File: src/rtl/ammo_loader_if.sv
// Command/supply and weapons-side signal bundle for the ammo reload sequencer.
// Latency: none, wires only.
// Backpressure: none; busy tells the requester when requests will be dropped.
interface ammo_loader_if #(
    parameter int N  = 9,
    parameter int RW = 12
);
    logic          reload_req;
    logic          fire;
    logic [N-1:0]  cur_ammo;
    logic          restock;
    logic [RW-1:0] restock_amt;
    logic [N-1:0]  ammo;
    logic          loadingAmmo;
    logic          busy;
    logic [RW-1:0] reserve;
    logic          error;

    modport master (
        output reload_req, fire, cur_ammo, restock, restock_amt,
        input  ammo, loadingAmmo, busy, reserve, error
    );

    modport slave (
        input  reload_req, fire, cur_ammo, restock, restock_amt,
        output ammo, loadingAmmo, busy, reserve, error
    );
endinterface

File: src/rtl/ammo_loader.sv
// Magazine reload sequencer: waits out fire, delays, then strobes the new magazine count.
// Latency: accepted request to loadingAmmo strobe is RELOAD_CYCLES+1 cycles.
// Backpressure: reload requests are dropped while busy; restock is accepted every cycle.
module ammo_loader #(
    parameter int N             = 9,
    parameter int RW            = 12,
    parameter int MAG_MAX       = 300,
    parameter int RELOAD_CYCLES = 8,
    parameter int RESERVE_INIT  = 1000
) (
    input  logic          clk,
    input  logic          rst,
    ammo_loader_if.slave  io
);
    localparam int             CW       = (RELOAD_CYCLES > 1) ? $clog2(RELOAD_CYCLES) : 1;
    localparam int             WW       = ((N > RW) ? N : RW) + 1;
    localparam logic [CW-1:0]  CNT_LOAD = CW'(RELOAD_CYCLES - 1);
    localparam logic [N:0]     MAG      = (N+1)'(MAG_MAX);
    localparam logic [RW:0]    RES_MAX  = {1'b0, {RW{1'b1}}};

    typedef enum logic [1:0] {
        IDLE      = 2'd0,
        WAIT_FIRE = 2'd1,
        RELOAD    = 2'd2,
        LOAD      = 2'd3
    } state_t;

    state_t        state_q, state_d;
    logic [CW-1:0] cnt_q, cnt_d;
    logic [N-1:0]  xfer_q, xfer_d;
    logic [N-1:0]  ammo_q, ammo_d;
    logic [RW-1:0] reserve_q, reserve_d;
    logic          load_q, busy_q, error_q, error_d;

    logic [N:0]    need;
    logic [WW-1:0] need_w, res_w;
    logic [N-1:0]  xfer_calc;
    logic [N:0]    ammo_sum;
    logic [N-1:0]  ammo_new;
    logic          go_check;
    logic          load_edge;
    logic [RW:0]   res_base, res_sum;

    // Start-check arithmetic: shortfall to a full magazine, limited by stock on hand.
    always_comb begin
        need      = ({1'b0, io.cur_ammo} >= MAG) ? '0 : (MAG - {1'b0, io.cur_ammo});
        need_w    = WW'(need);
        res_w     = WW'(reserve_q);
        xfer_calc = N'((need_w < res_w) ? need_w : res_w);
    end

    // cur_ammo is re-read at LOAD entry so shots during RELOAD are not refilled twice.
    always_comb begin
        ammo_sum = {1'b0, io.cur_ammo} + {1'b0, xfer_q};
        ammo_new = N'((ammo_sum > MAG) ? MAG : ammo_sum);
    end

    always_comb begin
        state_d  = state_q;
        cnt_d    = cnt_q;
        xfer_d   = xfer_q;
        ammo_d   = ammo_q;
        error_d  = 1'b0;
        go_check = 1'b0;
        case (state_q)
            IDLE: begin
                if (io.reload_req) begin
                    if (io.fire) state_d  = WAIT_FIRE;
                    else         go_check = 1'b1;
                end
            end
            WAIT_FIRE: begin
                if (!io.fire) go_check = 1'b1;
            end
            RELOAD: begin
                if (cnt_q != '0) begin
                    cnt_d = cnt_q - 1'b1;
                end else begin
                    state_d = LOAD;
                    ammo_d  = ammo_new;
                end
            end
            LOAD:    state_d = IDLE;
            default: state_d = IDLE;
        endcase

        if (go_check) begin
            if (xfer_calc == '0) begin
                state_d = IDLE;
                error_d = 1'b1;
            end else begin
                xfer_d  = xfer_calc;
                cnt_d   = CNT_LOAD;
                state_d = RELOAD;
            end
        end
    end

    // Decrement before the saturating restock so a coincident restock is never lost.
    always_comb begin
        load_edge = (state_q == RELOAD) && (cnt_q == '0);
        res_base  = load_edge ? ({1'b0, reserve_q} - (RW+1)'(xfer_q)) : {1'b0, reserve_q};
        res_sum   = res_base + (io.restock ? {1'b0, io.restock_amt} : '0);
        reserve_d = (res_sum > RES_MAX) ? RES_MAX[RW-1:0] : res_sum[RW-1:0];
    end

    always_ff @(posedge clk or negedge rst) begin
        if (!rst) begin
            state_q   <= IDLE;
            cnt_q     <= '0;
            xfer_q    <= '0;
            ammo_q    <= '0;
            reserve_q <= RW'(RESERVE_INIT);
            load_q    <= 1'b0;
            busy_q    <= 1'b0;
            error_q   <= 1'b0;
        end else begin
            state_q   <= state_d;
            cnt_q     <= cnt_d;
            xfer_q    <= xfer_d;
            ammo_q    <= ammo_d;
            reserve_q <= reserve_d;
            load_q    <= (state_d == LOAD);
            busy_q    <= (state_d != IDLE);
            error_q   <= error_d;
        end
    end

    assign io.ammo        = ammo_q;
    assign io.loadingAmmo = load_q;
    assign io.busy        = busy_q;
    assign io.reserve     = reserve_q;
    assign io.error       = error_q;
endmodule

File: src/flat_wrapper.sv
// flat-port wrapper written by rule: the top's interface ports become plain ports
module ammo_loader_flat 
#(
    parameter int N             = 9,
    parameter int RW            = 12,
    parameter int MAG_MAX       = 300,
    parameter int RELOAD_CYCLES = 8,
    parameter int RESERVE_INIT  = 1000
)
  (clk, rst, io_reload_req, io_fire, io_cur_ammo, io_restock, io_restock_amt, io_ammo, io_loadingAmmo, io_busy, io_reserve, io_error);
  ammo_loader_if #(.N(N), .RW(RW)) io_i ();
  input  logic clk;
  input  logic rst;
  input wire logic [$bits(io_i.reload_req)-1:0] io_reload_req;
  input wire logic [$bits(io_i.fire)-1:0] io_fire;
  input wire logic [$bits(io_i.cur_ammo)-1:0] io_cur_ammo;
  input wire logic [$bits(io_i.restock)-1:0] io_restock;
  input wire logic [$bits(io_i.restock_amt)-1:0] io_restock_amt;
  output wire logic [$bits(io_i.ammo)-1:0] io_ammo;
  output wire logic [$bits(io_i.loadingAmmo)-1:0] io_loadingAmmo;
  output wire logic [$bits(io_i.busy)-1:0] io_busy;
  output wire logic [$bits(io_i.reserve)-1:0] io_reserve;
  output wire logic [$bits(io_i.error)-1:0] io_error;
  assign io_i.reload_req = io_reload_req;
  assign io_i.fire = io_fire;
  assign io_i.cur_ammo = io_cur_ammo;
  assign io_i.restock = io_restock;
  assign io_i.restock_amt = io_restock_amt;
  assign io_ammo = io_i.ammo;
  assign io_loadingAmmo = io_i.loadingAmmo;
  assign io_busy = io_i.busy;
  assign io_reserve = io_i.reserve;
  assign io_error = io_i.error;
  ammo_loader #(.N(N), .RW(RW), .MAG_MAX(MAG_MAX), .RELOAD_CYCLES(RELOAD_CYCLES), .RESERVE_INIT(RESERVE_INIT)) u_core (.clk(clk), .rst(rst), .io(io_i));
endmodule
File: config.mk
export PLATFORM = sky130hd
export DESIGN_NAME = ammo_loader_flat
export DESIGN_NICKNAME = d
export VERILOG_FILES = /design/src/rtl/ammo_loader_if.sv /design/src/rtl/ammo_loader.sv /design/src/flat_wrapper.sv
export SDC_FILE = /design/constraint.sdc
export NUM_CORES = 1
export LEC_CHECK = 0
export CORE_MARGIN = 3
export CORE_UTILIZATION = 45
export DETAILED_ROUTE_END_ITERATION = 7
export HOLD_SLACK_MARGIN = 0.15
export PLACE_DENSITY = 0.64
export SETUP_SLACK_MARGIN = 0.05
export SLEW_MARGIN = 5
export SYNTH_ARGS = -nofsm -noshare
export SYNTH_HDL_FRONTEND = slang
export SYNTH_SLANG_ARGS = --single-unit
File: constraint.sdc
create_clock -name clk -period 4.1 [get_ports clk]
set_clock_uncertainty 0.2 [all_clocks]
set_input_delay 0.41 -clock clk [delete_from_list [all_inputs] [get_ports clk]]
set_output_delay 0.41 -clock clk [all_outputs]
set_load 0.1 [all_outputs]
## Yosys cells after proc, flatten, opt, wreduce, memory -nomap -nowiden

Index checks and enable logic that the tools add are counted.

- Logic and storage cells: 52
- Output and inout bits: 24
- Input port bits: 26
- Register bits after elaboration: 38

- $add $sub $neg: 5
- Equal/unequal tests: 4
- Muxes and demuxes: 21
- Bitwise logic cells: 2
- Magnitude comparators: 4
- Reduce and logical (&&, ||, !) cells: 8

Operators by type and width:

| kind | count |
|---|---|
| $mux 12 | 2 |
| $mux 9 | 2 |
| $add 13x13->13 | 1 |
| $gt 13x12->1 const B | 1 |
| $mux 13 | 1 |
| $sub 12x9->13 | 1 |
| $lt 10x12->1 | 1 |
| $mux 3 | 4 |
| $add 9x9->10 | 1 |
| $gt 10x9->1 const B | 1 |
| $mux 10 | 1 |
| $mux 2 | 5 |
| $sub 9x9->10 const A | 1 |
| $ge 9x9->1 const B | 1 |
| $logic_not 9->1 | 1 |
| $eq 2x2->1 const B | 3 |
| $pmux 2 s3 | 1 |
| $mux 1 | 4 |
| $reduce_and 2->1 | 2 |
| $logic_not 3->1 | 1 |
| $reduce_bool 3->1 | 1 |
| $sub 3x1->3 const B | 1 |
| $eq 2x1->1 const B | 1 |
| $logic_not 2->1 | 1 |
| other kinds (4) | 5 |

## Depth between registers and ports, before layout

Gate-level depths: netlist of run 1.

- Depth in word-level cells: 8
- Depth in mapped cells: 17
- Gate-level depth less buffers: 16

## Worst setup path after synthesis of run 1

OpenSTA, ideal clock, no wires.

- Path kind: register to register
- Start point: reg u_core.reserve_q[1], in the netlist u_core.io.reserve[1]
- End point: reg u_core.reserve_q[3], in the netlist u_core.io.reserve[3]
- Required time: 3.802 ns
- Setup slack: -0.200 ns
- Clock period less this slack: 4.300 ns
- Cell stages (with the launch flop): 15
- Arrival time: 4.002 ns
- Library setup time: 0.098 ns
- Buffers on the path: 1
- Path through: dfrtp_1 -> ha_1 -> nor2b_1 -> o21a_1 -> o21a_1 -> o21a_1 -> or3_1 -> o211ai_1 -> ha_1 -> a2111o_1 -> o21ai_0 -> a31oi_1 -> xnor2_1 -> clkbuf_1 -> o21ai_0

- Longest elaborated chain between the ends: 5

Ends and longest elaborated chain:

| element | RTL line | source |
|---|---|---|
| start, declared | ammo_loader.sv:32 | `logic [RW-1:0] reserve_q, reserve_d;` |
| start signal, assigned | ammo_loader.sv:113 | `reserve_q <= RW'(RESERVE_INIT);` |
| start signal, assigned | ammo_loader.sv:122 | `reserve_q <= reserve_d;` |
| $sub 12x9->13 | ammo_loader.sv:102 | `res_base = load_edge ? ({1'b0, reserve_q} - (RW+1)'(xfer_q)) : {1'b0, reserve_q};` |
| $mux 13 * | ammo_loader.sv:102 |  |
| $add 13x13->13 * | ammo_loader.sv:103 | `res_sum = res_base + (io.restock ? {1'b0, io.restock_amt} : '0);` |
| $gt 13x12->1 | ammo_loader.sv:104 | `reserve_d = (res_sum > RES_MAX) ? RES_MAX[RW-1:0] : res_sum[RW-1:0];` |
| $mux 12 * | ammo_loader.sv:104 |  |
| net u_core.reserve_d[3] | ammo_loader.sv:32 |  |

The timed path passes the listed nets; every way through them passes the cells marked *.
A chain may end at the register's enable or synchronous reset.

## Worst setup path in the final report of run 1

- Start point: reg u_core.xfer_q[1]
- End point: reg u_core.reserve_q[1], in the netlist u_core.io.reserve[1]

- Longest elaborated chain between the ends: 5

Ends and longest elaborated chain:

| element | RTL line | source |
|---|---|---|
| start, declared | ammo_loader.sv:30 | `logic [N-1:0] xfer_q, xfer_d;` |
| start signal, assigned | ammo_loader.sv:120 | `xfer_q <= xfer_d;` |
| $sub 12x9->13 * | ammo_loader.sv:102 |  |
| $mux 13 * | ammo_loader.sv:102 |  |
| $add 13x13->13 * | ammo_loader.sv:103 |  |
| $gt 13x12->1 | ammo_loader.sv:104 |  |
| $mux 12 * | ammo_loader.sv:104 |  |
| net u_core.reserve_d[1] | ammo_loader.sv:32 |  |

Marked as above.

==> flow_summary.yaml, run 1 <==
status:
  status: "completed"
global_routing:
  grt_pass1_vias: 3586
  grt.overflow.total: 0
  grt_pass1_wl_mm: 17.4
  grt_max_degree: 39
  use_met1: 0.303
  top_usage_layer: "met2"
  grt_usage: 0.214
  antenna_found_initial: 0
  grt.met2_usage: 0.342
  met3_usage: 0.0323
power:
  p_leak_nw: 2.14
  power_mw: 3.80
  peakVddDrop_mv: 0.513
  power.density_mw_per_mm2: 793
cells_and_area:
  layout.nets: 615
  multi_input_area_mm2: 0.00280
  syn_to_final_growth_pct: 21.2
  layout_commonest_cell: "clkdlybuf4s50_1"
  layout_common_cells: "48 x clkdlybuf4s50_1, 45 x nor2_1, 44 x ha_1, 43 x nand2_1, 34 x o21ai_0"
  seqCellArea_um2: 963
  drive_gt1_frac: 0.103
  finalNonFillerCells: 648
  finish.utilization: 0.571
  fill_cells: 748
  num_antenna_cells: 0
cts:
  cts_buffers: 5
  cts_root_buffer: "clkbuf_8"
  path_clk_slew_ps: 80
  clk_latency_ps: 290
  cts_tree: "yes"
  cts.sinks: 38
  cts_max_level: 2
  cts_buffer_depth: 2
detailed_routing:
  drt_iter0_markers: 212
  ant_nets: 0
  drc: 0
  drtPass1Iterations: 5
  vias: 3772
  via_per_inst: 5.82
  wl_per_cell_um: 16.1
  totalWireLength_mm: 10.5
worst_setup_path:
  reg2reg_to: "u_core.io.reserve[1]"
  start_kind: "flop"
  critPathKind: "flop to flop"
  critPathCaptureType: "flop"
  worstPathMaxFanout: 5
  reg2reg_depth: 15
  timing.rr.start: "u_core.xfer_q[1]"
  cp.required_ps: 4080
  worstPathArrival_ps: 3820
  r2r_slack_ps: 260
hold_path:
  holdCritStartpoint: "u_core.io.ammo[6]"
  hold_end: "u_core.io.ammo[6]"
  hold_depth: 2
  hold_path_class: "flop to flop"
timing:
  fin_crit_sh: 0.937
  setup_viol_count_final: 0
  rsz0062_at_grt: "yes"
  period_minus_slack_ps: 3840
  worst_slew_margin_rel: 0.341
  hold_viol: 0
  max_freq_mhz: 260
  drv_slew: 0
  worst_pin_slew_ps: 986
  fin_tns_setup_ps: 0
floorplan:
  fp.dieH_um: 99.7
  row_count: 33
  die_area_mm2: 0.00994
  design.core.area_mm2: 0.00838
  start_util: 0.471
  die_width_um: 99.7
  ios: 50
yosys:
  async_reset_ff_frac: 1.00
  synthSimpleGateAreaFrac: 0.238
  synth_top_family_by_area: "compound AO/OA/AOI/OAI gates"
  synth_compound_gate_area_share: 0.247
  ys_seq_area_frac: 0.243
  synth_fa_ha_area_frac: 0.155
  yosys.cell_types.count: 70
  synth_mux_area_frac: 0.0190
  ys_warn_count: 0
  syn_avg_cell_area_um2: 8.18
  synth_cells: 483
  synthFlopType: "dfrtp_1"
  synth_seq_cells: 38
  synth_edf_count: 0
  synthXorXnorAreaFrac: 0.0462
  synth_nets: 556
  mappedNetlistArea_mm2: 0.00395
place:
  io_buffers: 49
  place_congestion: 0.873
  dp_hpwl_mm: 8.40
  placed_cells: 637
flow_run:
  drv_cap: 0
## Yosys cell counts (all sizes together), types with 5 or more instances
cell	n	share of area
a211oi	17	0.032
nor2	45	0.043
xor2	10	0.022
clkbuf	8	0.0076
nand2b	9	0.014
buf	8	0.013
nor4	5	0.012
o21ai	39	0.050
or3	6	0.0095
inv	31	0.029
nand2	44	0.042
nand3	14	0.018
dfrtp	32	0.20
ha	44	0.14
xnor2	10	0.024
a21oi	22	0.028
a31oi	5	0.0079
o211ai	7	0.015
dfstp	6	0.040
o21a	9	0.017
and2	20	0.032
a2111oi	5	0.011
a21o	5	0.0095
nor3	12	0.015
## timing repair
item	CTS	global route
hold buffers	1	0
cloned	0	1
pin swaps	0	2
buffers inserted	0	1
hold endpoints to repair	32	0
gates resized for setup	1	8
endpoints found under the setup margin	5	11
## worst max-delay path by stage
stage                          from              endpoint  cells after the start
6_report           u_core.xfer_q[1]  u_core.io.reserve[1]                     15
5_1_grt            u_core.xfer_q[1]  u_core.io.reserve[3]                     15
4_1_cts            u_core.xfer_q[1]  u_core.io.reserve[1]                     15
3_5_place_dp       u_core.xfer_q[1]  u_core.io.reserve[1]                     15
3_3_place_gp       u_core.xfer_q[1]  u_core.io.reserve[0]                     15
2_1_floorplan  u_core.io.reserve[1]  u_core.io.reserve[3]                     14
## power by group
part / internal, mW / leakage [nW] / switching, mW
Combinational: 0.952 / 1.64 / 1.70
Clock: 0.260 / 0.0714 / 0.138
Sequential: 0.549 / 0.430 / 0.194
## critical path, cell delays in order (launching register included)
cell and delay, ps:
dfrtp_2 460, inv_2 100, ha_1 220, nor2b_1 130, o21a_1 190, o21a_1 190, o21a_1 180, or3_1 340
o211ai_1 130, ha_1 310, a2111o_1 450, o21ai_2 160, a31oi_1 110, xnor2_1 300, buf_4 200, nand2_1 60
## routing by layer
layer	up-vias	routed length, µm
met5	-	0
met4	0	176
met3	13	594
met2	110	4770
met1	1757	4930
li1	1892	-
## stage by stage
step | setup WS (ps) | hold WS [ps] | area (µm²)
2_1_floorplan | 111 | -85.6 | 3950
3_3_place_gp | 91.1 | 283 | 4610
3_5_place_dp | 62.4 | 279 | 4610
4_1_cts | 127 | 304 | 4760
5_1_grt | 46.2 | 331 | 4790
6_report | 257 | 295 | 4790
## kinds of logic (layout without fill, tap and decap cells)
kind of cell | after synthesis | in the layout
other cells | 1 | 1
mux | 7 | 7
fa+ha+maj | 47 | 47
buf+inv | 48 | 108
flops | 38 | 38
compound gates | 141 | 141
simple gates | 181 | 181
xor+xnor | 20 | 20
## area by class of cell
type | count | share of cell area
Clock buffer | 6 | 0.0173
Clock inverter | 2 | 0.0125
Inverter | 32 | 0.0251
Multi-Input combinational cell | 397 | 0.585
Sequential cell | 38 | 0.201
Tap cell | 105 | 0.0274
Timing Repair Buffer | 68 | 0.131
## state kept, by name (all words and copies together), names as in the netlist
name / count
u_core.io.error: 1
u_core.io.loadingAmmo: 1
u_core.io.busy: 1
u_core.io.reserve: 12
u_core.io.ammo: 9
u_core.xfer_q: 9
u_core.cnt_q: 3
u_core.state_q: 2
No activity file was read; power rests on OpenSTA's default activity.
==> inputs of run 2 (changes only) <==
- GPL_ROUTABILITY_DRIVEN: default -> 0
==> results of run 2 <==
Same layout as run 1: the final DEF is identical, and so are final timing and power.
